## src/rtl/tpu_ctrl_pkg.sv

```systemverilog
// Shared command codes, state encodings and error codes for the TPU launch controller.
package tpu_ctrl_pkg;

  localparam logic [6:0] FUNC_WR_A    = 7'd1;
  localparam logic [6:0] FUNC_WR_B    = 7'd2;
  localparam logic [6:0] FUNC_RUN     = 7'd3;
  localparam logic [6:0] FUNC_RD_C    = 7'd4;
  localparam logic [6:0] FUNC_SET_OFS = 7'd5;
  localparam logic [6:0] FUNC_ACK     = 7'd6;

  typedef enum logic [1:0] {
    ST_IDLE   = 2'd0,
    ST_LAUNCH = 2'd1,
    ST_RUN    = 2'd2,
    ST_DONE   = 2'd3
  } state_t;

  localparam logic [1:0] ERR_NONE     = 2'd0;
  localparam logic [1:0] ERR_ZERO_DIM = 2'd1;
  localparam logic [1:0] ERR_BUSY_CMD = 2'd2;
  localparam logic [1:0] ERR_TIMEOUT  = 2'd3;

  // Host owns the buffers and may issue commands only while the TPU is not in flight.
  function automatic logic host_owns(input state_t s);
    return (s == ST_IDLE) || (s == ST_DONE);
  endfunction

  // Codes that are real host commands (ACK and undefined codes excluded).
  function automatic logic is_host_cmd(input logic [6:0] f);
    return (f >= FUNC_WR_A) && (f <= FUNC_SET_OFS);
  endfunction

endpackage

```

## src/rtl/tpu_idx_mux.sv

```systemverilog
// Steers the three global-buffer index buses between the host address and the TPU addresses.
module tpu_idx_mux #(
  parameter int ADDR_BITS = 12
) (
  input  logic                 sel_tpu,
  input  logic [ADDR_BITS-1:0] host_index,
  input  logic [ADDR_BITS-1:0] tpu_a_index,
  input  logic [ADDR_BITS-1:0] tpu_b_index,
  input  logic [ADDR_BITS-1:0] tpu_c_index,
  output logic [ADDR_BITS-1:0] a_index,
  output logic [ADDR_BITS-1:0] b_index,
  output logic [ADDR_BITS-1:0] c_index
);

  // Select TPU addresses while it owns the buffers, host address otherwise.
  always_comb begin
    if (sel_tpu) begin
      a_index = tpu_a_index;
      b_index = tpu_b_index;
      c_index = tpu_c_index;
    end else begin
      a_index = host_index;
      b_index = host_index;
      c_index = host_index;
    end
  end

endmodule

```

## src/rtl/tpu_launch_ctrl.sv

```systemverilog
// Host command decoder and launch/run/done handshake for one TPU core.
// Optional watchdog enabled by defining TPU_LAUNCH_WATCHDOG_EN.
module tpu_launch_ctrl
  import tpu_ctrl_pkg::*;
#(
  parameter int ADDR_BITS      = 12,
  parameter int DIM_BITS       = 8,
  parameter int OFFSET_BITS    = 9,
  parameter int CYC_BITS       = 32,
  parameter int TIMEOUT_CYCLES = 65535
) (
  input  logic                   clk,
  input  logic                   reset,
  input  logic                   cmd_valid,
  input  logic [6:0]             func,
  input  logic [ADDR_BITS-1:0]   host_index,
  input  logic [OFFSET_BITS-1:0] in_offset,
  input  logic [DIM_BITS-1:0]    in_k,
  input  logic [DIM_BITS-1:0]    in_m,
  input  logic [DIM_BITS-1:0]    in_n,
  output logic                   a_wr_en,
  output logic                   b_wr_en,
  output logic [ADDR_BITS-1:0]   a_index,
  output logic [ADDR_BITS-1:0]   b_index,
  output logic [ADDR_BITS-1:0]   c_index,
  input  logic [ADDR_BITS-1:0]   tpu_a_index,
  input  logic [ADDR_BITS-1:0]   tpu_b_index,
  input  logic [ADDR_BITS-1:0]   tpu_c_index,
  output logic                   tpu_in_valid,
  input  logic                   tpu_busy,
  output logic [DIM_BITS-1:0]    tpu_k,
  output logic [DIM_BITS-1:0]    tpu_m,
  output logic [DIM_BITS-1:0]    tpu_n,
  output logic [OFFSET_BITS-1:0] tpu_offset,
  output logic [1:0]             state,
  output logic                   done,
  output logic [1:0]             err,
  output logic [CYC_BITS-1:0]    run_cycles
);

  localparam logic [CYC_BITS-1:0] CYC_MAX = {CYC_BITS{1'b1}};
  localparam logic [CYC_BITS-1:0] CYC_ONE = {{(CYC_BITS-1){1'b0}}, 1'b1};
  localparam logic [DIM_BITS-1:0] DIM_ZERO = {DIM_BITS{1'b0}};

  state_t state_r;
  logic   host_owns_s;
  logic   zero_dim_s;
  logic   busy_cmd_s;

`ifdef TPU_LAUNCH_WATCHDOG_EN
  localparam int WD_BITS = $clog2(TIMEOUT_CYCLES + 1);
  localparam logic [WD_BITS-1:0] WD_LAST = WD_BITS'(TIMEOUT_CYCLES - 1);
  localparam logic [WD_BITS-1:0] WD_ONE  = {{(WD_BITS-1){1'b0}}, 1'b1};
  logic [WD_BITS-1:0] wd_cnt_r;
`endif

  assign state = state_r;

  // Command qualification and host write strobes, valid in the cycle of the command.
  always_comb begin
    host_owns_s = host_owns(state_r);
    zero_dim_s  = (in_k == DIM_ZERO) || (in_m == DIM_ZERO) || (in_n == DIM_ZERO);
    busy_cmd_s  = cmd_valid && is_host_cmd(func);
    a_wr_en     = cmd_valid && (func == FUNC_WR_A) && host_owns_s;
    b_wr_en     = cmd_valid && (func == FUNC_WR_B) && host_owns_s;
  end

  tpu_idx_mux #(.ADDR_BITS(ADDR_BITS)) u_idx_mux (
    .sel_tpu     (!host_owns_s),
    .host_index  (host_index),
    .tpu_a_index (tpu_a_index),
    .tpu_b_index (tpu_b_index),
    .tpu_c_index (tpu_c_index),
    .a_index     (a_index),
    .b_index     (b_index),
    .c_index     (c_index)
  );

  // Launch/run/done state machine with all registered status outputs.
  always_ff @(posedge clk) begin
    if (reset) begin
      state_r      <= ST_IDLE;
      tpu_in_valid <= 1'b0;
      done         <= 1'b0;
      err          <= ERR_NONE;
      run_cycles   <= {CYC_BITS{1'b0}};
      tpu_k        <= DIM_ZERO;
      tpu_m        <= DIM_ZERO;
      tpu_n        <= DIM_ZERO;
      tpu_offset   <= {OFFSET_BITS{1'b0}};
`ifdef TPU_LAUNCH_WATCHDOG_EN
      wd_cnt_r     <= {WD_BITS{1'b0}};
`endif
    end else begin
      case (state_r)
        ST_IDLE, ST_DONE: begin
          if (cmd_valid) begin
            case (func)
              FUNC_SET_OFS: tpu_offset <= in_offset;
              FUNC_RUN: begin
                if (zero_dim_s) begin
                  err <= ERR_ZERO_DIM;
                end else begin
                  tpu_k        <= in_k;
                  tpu_m        <= in_m;
                  tpu_n        <= in_n;
                  err          <= ERR_NONE;
                  done         <= 1'b0;
                  run_cycles   <= {CYC_BITS{1'b0}};
                  tpu_in_valid <= 1'b1;
                  state_r      <= ST_LAUNCH;
`ifdef TPU_LAUNCH_WATCHDOG_EN
                  wd_cnt_r     <= {WD_BITS{1'b0}};
`endif
                end
              end
              FUNC_ACK: begin
                if (state_r == ST_DONE) begin
                  state_r <= ST_IDLE;
                  done    <= 1'b0;
                end
              end
              default: begin
              end
            endcase
          end
        end
        ST_LAUNCH: begin
          if (busy_cmd_s) err <= ERR_BUSY_CMD;
          if (tpu_busy) begin
            tpu_in_valid <= 1'b0;
            state_r      <= ST_RUN;
          end
        end
        ST_RUN: begin
          if (busy_cmd_s) err <= ERR_BUSY_CMD;
          if (run_cycles != CYC_MAX) run_cycles <= run_cycles + CYC_ONE;
          if (!tpu_busy) begin
            state_r <= ST_DONE;
            done    <= 1'b1;
          end
        end
        default: state_r <= ST_IDLE;
      endcase
`ifdef TPU_LAUNCH_WATCHDOG_EN
      // Watchdog overrides the handshake once the in-flight budget is used up.
      if (!host_owns_s) begin
        if (wd_cnt_r == WD_LAST) begin
          state_r      <= ST_DONE;
          done         <= 1'b1;
          err          <= ERR_TIMEOUT;
          tpu_in_valid <= 1'b0;
        end else begin
          wd_cnt_r <= wd_cnt_r + WD_ONE;
        end
      end
`endif
    end
  end

endmodule

```

## config.mk

```make
export PLATFORM = sky130hd
export DESIGN_NAME = tpu_launch_ctrl
export DESIGN_NICKNAME = d
export VERILOG_FILES = /design/src/rtl/tpu_ctrl_pkg.sv /design/src/rtl/tpu_idx_mux.sv /design/src/rtl/tpu_launch_ctrl.sv
export SDC_FILE = /design/constraint.sdc
export NUM_CORES = 1
export LEC_CHECK = 0
export ABC_AREA = 1
export CAP_MARGIN = 20
export CORE_MARGIN = 2
export CORE_UTILIZATION = 46
export DETAILED_ROUTE_END_ITERATION = 8
export HOLD_SLACK_MARGIN = 0.06
export MAX_ROUTING_LAYER = met4
export PLACE_DENSITY = 0.85
export SKIP_LAST_GASP = 1
export SLEW_MARGIN = 20
export SYNTH_ARGS = -nofsm -noshare
export SYNTH_HDL_FRONTEND = slang
export SYNTH_SLANG_ARGS = --single-unit
export TNS_END_PERCENT = 50
```

## constraint.sdc

```tcl
create_clock -name clk -period 7.2 [get_ports clk]
set_clock_uncertainty 0.15 [all_clocks]
set_input_delay 2.16 -clock clk [delete_from_list [all_inputs] [get_ports clk]]
set_output_delay 2.16 -clock clk [all_outputs]
set_load 0.005 [all_outputs]
```

---- Yosys cells after proc, flatten, opt, wreduce, memory -nomap -nowiden ----
Index checks and enable logic that the tools add are counted.
word-level totals
  flip-flop bits (word level) ............. 71
  input bits .............................. 92
  output and inout port bits .............. 109
  word-level logic and storage cells ...... 87
operators by class
  $add $sub $neg .......................... 1
  magnitude comparators ................... 2
  eq/ne operators ......................... 19
  multiplexer cells ....................... 31
  bitwise operators ....................... 1
  reduce and logical (&&, ||, !) cells .... 24
operators with widths
  operator                                             count
  two-way mux 32 bit                                   4
  one-hot mux 32 bit (2 select lines)                  1
  two-way mux 12 bit                                   3
  adder 32 x 1 -> 32 bit, second input constant        1
  != test 32 bit, second input constant                1
  zero test 8 bit                                      3
  two-way mux 2 bit                                    8
  equality test 7 x 2 -> 1 bit, second input constant  2
  equality test 7 x 3 -> 1 bit, second input constant  2
  AND reduction 6 bit                                  2
  != test 2 bit, second input constant                 5
  AND reduction 5 bit                                  2
  two-way mux 1 bit                                    9
  one-hot mux 2 bit (2 select lines)                   2
  equality test 7 x 1 -> 1 bit, second input constant  1
  >= comparator 7 x 1 -> 1 bit, second input constant  1
  <= comparator 7 x 3 -> 1 bit, second input constant  1
  logical AND 1 bit                                    6
  != test 3 bit, second input constant                 2
  one-hot mux 1 bit (2 select lines)                   3
  one-hot mux 2 bit (3 select lines)                   1
  AND reduction 3 bit                                  2
  equality test 2 bit, second input constant           2
  != test 2 x 1 -> 1 bit, second input constant        2
  other kinds (8)                                      12

---- Longest topological paths before layout ----
  depth after elaboration ................. 7
  mapped depth ............................ 12
  gate-level depth less buffers ........... 11

---- Cells and area by module ----
From an unflattened synthesis, not the netlist that was laid out.
second synthesis, totals
  cells, all modules ...................... 782
  area total of the unflattened synthesis .. 4718.3 µm²
modules (own cells, without submodules)
  module           instances  cells an instance  area each (µm²)  seq. area each (µm²)
  tpu_launch_ctrl  1          692                4265.3           1421.4
  tpu_idx_mux      1          90                 452.9            0.0

---- Worst setup path before layout ----
Ideal clock, no wire load.
  path type ............................... input-to-output
  start point ............................. in cmd_valid
  end point ............................... out a_wr_en
  arrival ................................. 2.847 ns
  data required time ...................... 4.890 ns
  path slack .............................. 2.043 ns
  stages .................................. 5
  buffers on the path ..................... 1
  cell sequence ........................... nand2_1 clkbuf_1 inv_1 nand4_1 nor3_1
on the way
  longest elaborated chain between the ends .. 2
ends and longest elaborated chain
  element                         line                   text
  start: declaration              tpu_launch_ctrl.sv:14  input logic cmd_valid,
  logical AND 1 bit (2 in a row)  tpu_launch_ctrl.sv:64  a_wr_en = cmd_valid && (func == FUNC_WR_A) && host_owns_s;
  end: declaration                tpu_launch_ctrl.sv:21  output logic a_wr_en,
Every way passes these cells.

---- Final worst setup path ----
Ends and elaborated chain as after synthesis.

==> key figures <==
Floorplanning
  • Core Region: 9730 um^2
  • DIE WIDTH: 104 um
  • Num rows: 36
  • Die Height: roughly 100 um
  • Initial core utilization: between 40 and 50%
  • Die area: approximately 11000 um^2
  • # IOs: 201

Setup path
  • Flop2flop setup slack: ~3.7 ns
  • Crit end category: output pin
  • Critical R2R Capture: tpu_k[2]$_SDFFE_PP0P_
  • R2R cell count: 10
  • Worst Path Max Fanout: 12
  • Critical Path AT: a little under 4 ns
  • Worst Path Required: 4.89 ns
  • Worst r2r src: state[0]$_SDFFE_PP0P_
  • CP Launch Type: input pin
  • Critical Setup Path Class: input pin to output pin

Routing
  • Drt via density: between 4 and 5
  • DRT Pass-1 Iters: 5
  • Post-detailed-routing wire length: between 10000 and 15000 um
  • DRC viols: 0
  • Wire length per cell after detailed routing: 13.1 um
  • Initial DRC Count: around 270
  • Routed vias: roughly 5500
  • Antenna-violating nets left: 0

Clock tree
  • Setup Buffers After CTS: 0
  • Hold Buf Count CTS: 0
  • Clock-pin slew on the worst setup and hold paths: roughly 0.090 ns
  • CTS Buffer Depth: 2
  • Worst-Skew Late Latency: 0.35 ns
  • CTS tree: built
  • Resize count post-CTS: 0
  • CTS Buf Count: 9
  • H-tree depth: 3
  • Clock Tree Root: clkbuf_8
  • CTS sink cnt: 71

Cells and area
  • Most frequent cells in the layout: nand2_1, clkdlybuf4s50_1, nor2_1, inv_1, dfxtp_1
  • Area delta synth->final: 49.5%
  • Nets: between 1000 and 1500
  • Leading cell type in the layout, fill and taps excluded: nand2_1
  • Ant diodes: 0
  • Layout cell share with drive strength beyond 1: about 5.1%
  • Post-Layout Inst Area: between 6000 and 7000 um^2

Timing
  • Slew @ Worst Pin: between 0.8 and 0.9 ns
  • Worst slew margin: 44.6%
  • RSZ-0062 raised after global routing: no
  • Max Fclk: around 160 MHz
  • Final Hold Vio Count: 0
  • Crit share post-route: between 80 and 90%
  • Slew Viols, Final: 0
  • Post-route minimum period: 6.26 ns
  • Setup TNS Final: 0 ns
  • WHS: 0.329 ns
  • Setup-failing EPs final: 0

Placed design
  • Dpl hpwl: 10900 um
  • Buffers on Ports: 200
  • GPL Wtd Cong: approximately 0.93
  • Area after DPL: approximately 6600 um^2

Synthesis
  • Mapped Cells: 777
  • Mean post-synth cell area: ~5.9 um^2
  • Cell Area, Synth: approximately 4600 um^2
  • Synth warn: 0
  • Post-synth cell types: 36
  • Seq/Total Area, Yosys: between 30% and 40%
  • EDFF count, synth: 0
  • Asr flop ratio synth: 0%
  • Net Count, Synth: 873
  • Post-synth top flop: dfxtp_1
  • #FFs+latches synth: ~70

Flow run
  • MaxCap Viol Count: 0

Power and ir drop
  • Switching power: between 500 and 600 uW
  • Clock power share: about a quarter
  • Switching portion of total power: 35.4%
  • Cell Pwr Density: ~210 nW/um^2
  • Cell Int Power: 947 uW
  • Flop pwr share: 28.7%
  • Maximum VDD drop: 255 uV
  • Logic pwr share: a little under half
  • Leakage power: roughly 0.0026 uW

Global route
  • First-pass GRT wire length: 23500 um
  • Largest net degree at the start of global routing: 42
  • Total grt overflow: 0
  • GRT Total Usage: a little over a quarter
  • Vias in the first global route: ~5000
  • Initial antenna violation count: 0

Min path
  • Type of the most critical hold path: register to register
  • Hold Startpoint: tpu_in_valid$_SDFFE_PP0P_
  • Hold Crit Depth: 2
  • Endpoint, Worst Hold: tpu_in_valid$_SDFFE_PP0P_

Outcome
  • Status: complete, no violations
==> through the flow <==
| step | instances | power, uW | setup slack, ns | utilization, % |
|---|---|---|---|---|
| after floorplan | 777 | 734 | 2.04 | - |
| after global placement | 1082 | 1100 | 1.01 | 67.9 |
| after detailed placement | 1082 | 1100 | 0.955 | 67.9 |
| after CTS | 1098 | 1470 | 0.951 | 70.2 |
| after global routing | 1099 | 1560 | 0.813 | 70.4 |
| final | 1099 | 1470 | 0.938 | 70.4 |
==> kinds of logic (layout without fill, tap and decap cells) <==
family	count (synthesis)	after routing	synth area share (%)
buffers and inverters	106	295	9.73
and+or+nand+nor	541	541	49.9
xor gates and xnor gates	3	3	0.574
AOI/OAI and AO/OA	52	52	7.62
adders and majority gates	4	4	1.09
DFF	71	71	31.0
==> cell usage after synthesis (4+ instances only) <==
cell	number	area [um^2]
a211oi_1	16	120
a21oi_1	9	45.0
a21oi_2	10	87.6
buf_1	5	18.8
buf_2	8	40.0
buf_6	4	45.0
clkbuf_1	12	45.0
dfxtp_1	71	1420
ha_1	4	50.1
inv_1	71	267
inv_2	4	15.0
nand2_1	265	995
nand3_1	62	310
nand4_1	9	56.3
nor2_1	163	612
nor3_1	14	70.1
nor4_1	9	56.3
o21ai_0	12	60.1
==> worst max-delay path, cell delays in order <==
cell	delay [ns]
clkdlybuf4s50_1	0.52
nand2_1	0.32
inv_1	0.14
nand4_1	0.13
nor3_1	0.15
clkdlybuf4s50_1	0.53
==> power by group through the flow <==
stage	sequential (uW)	clock, uW	combinational [uW]
finish	421	372	674
floorplan	430	0	304
CTS	421	375	678
global placement	430	0	670
detailed placement	430	0	673
global route	424	388	746
==> flip-flops by register name (all words and copies together), names as in the netlist <==
| signal | flops |
|---|---|
| run_cycles | 32 |
| tpu_offset | 9 |
| tpu_k | 8 |
| tpu_m | 8 |
| tpu_n | 8 |
| err | 2 |
| state | 2 |
| done | 1 |
| tpu_in_valid | 1 |
==> final cells by class <==
type	instances	area, um^2
clock buffers	9	124
clock inverters	7	103
fillers	873	2880
inverters	75	282
multi-input cells	600	2710
flip-flops and latches	71	1420
well taps	133	166
repair buffers	204	2040
==> worst max path at each step <==
stage          startpoint  endpoint  depth (start not counted)  slack (ns)
2_1_floorplan   cmd_valid   a_wr_en                          5        2.04
3_3_place_gp    cmd_valid   a_wr_en                          6        1.01
3_5_place_dp    cmd_valid   a_wr_en                          6        0.96
4_1_cts         cmd_valid   a_wr_en                          6        0.95
5_1_grt           func[5]   a_wr_en                          7        0.81
6_report        cmd_valid   a_wr_en                          6        0.94
==> routing by layer <==
metal / up-vias / part of all wire (%) / track usage (%) / wire length (um)
met5: - / 0 / - / 0
met4: 0 / 2.5 / 8.98 / 365
li1: 2812 / - / - / -
met1: 2380 / 42 / 33.1 / 6040
met2: 247 / 49 / 47.0 / 7010
met3: 26 / 7.1 / 3.96 / 1030
Note: power is estimated with default switching activity, not from simulation.
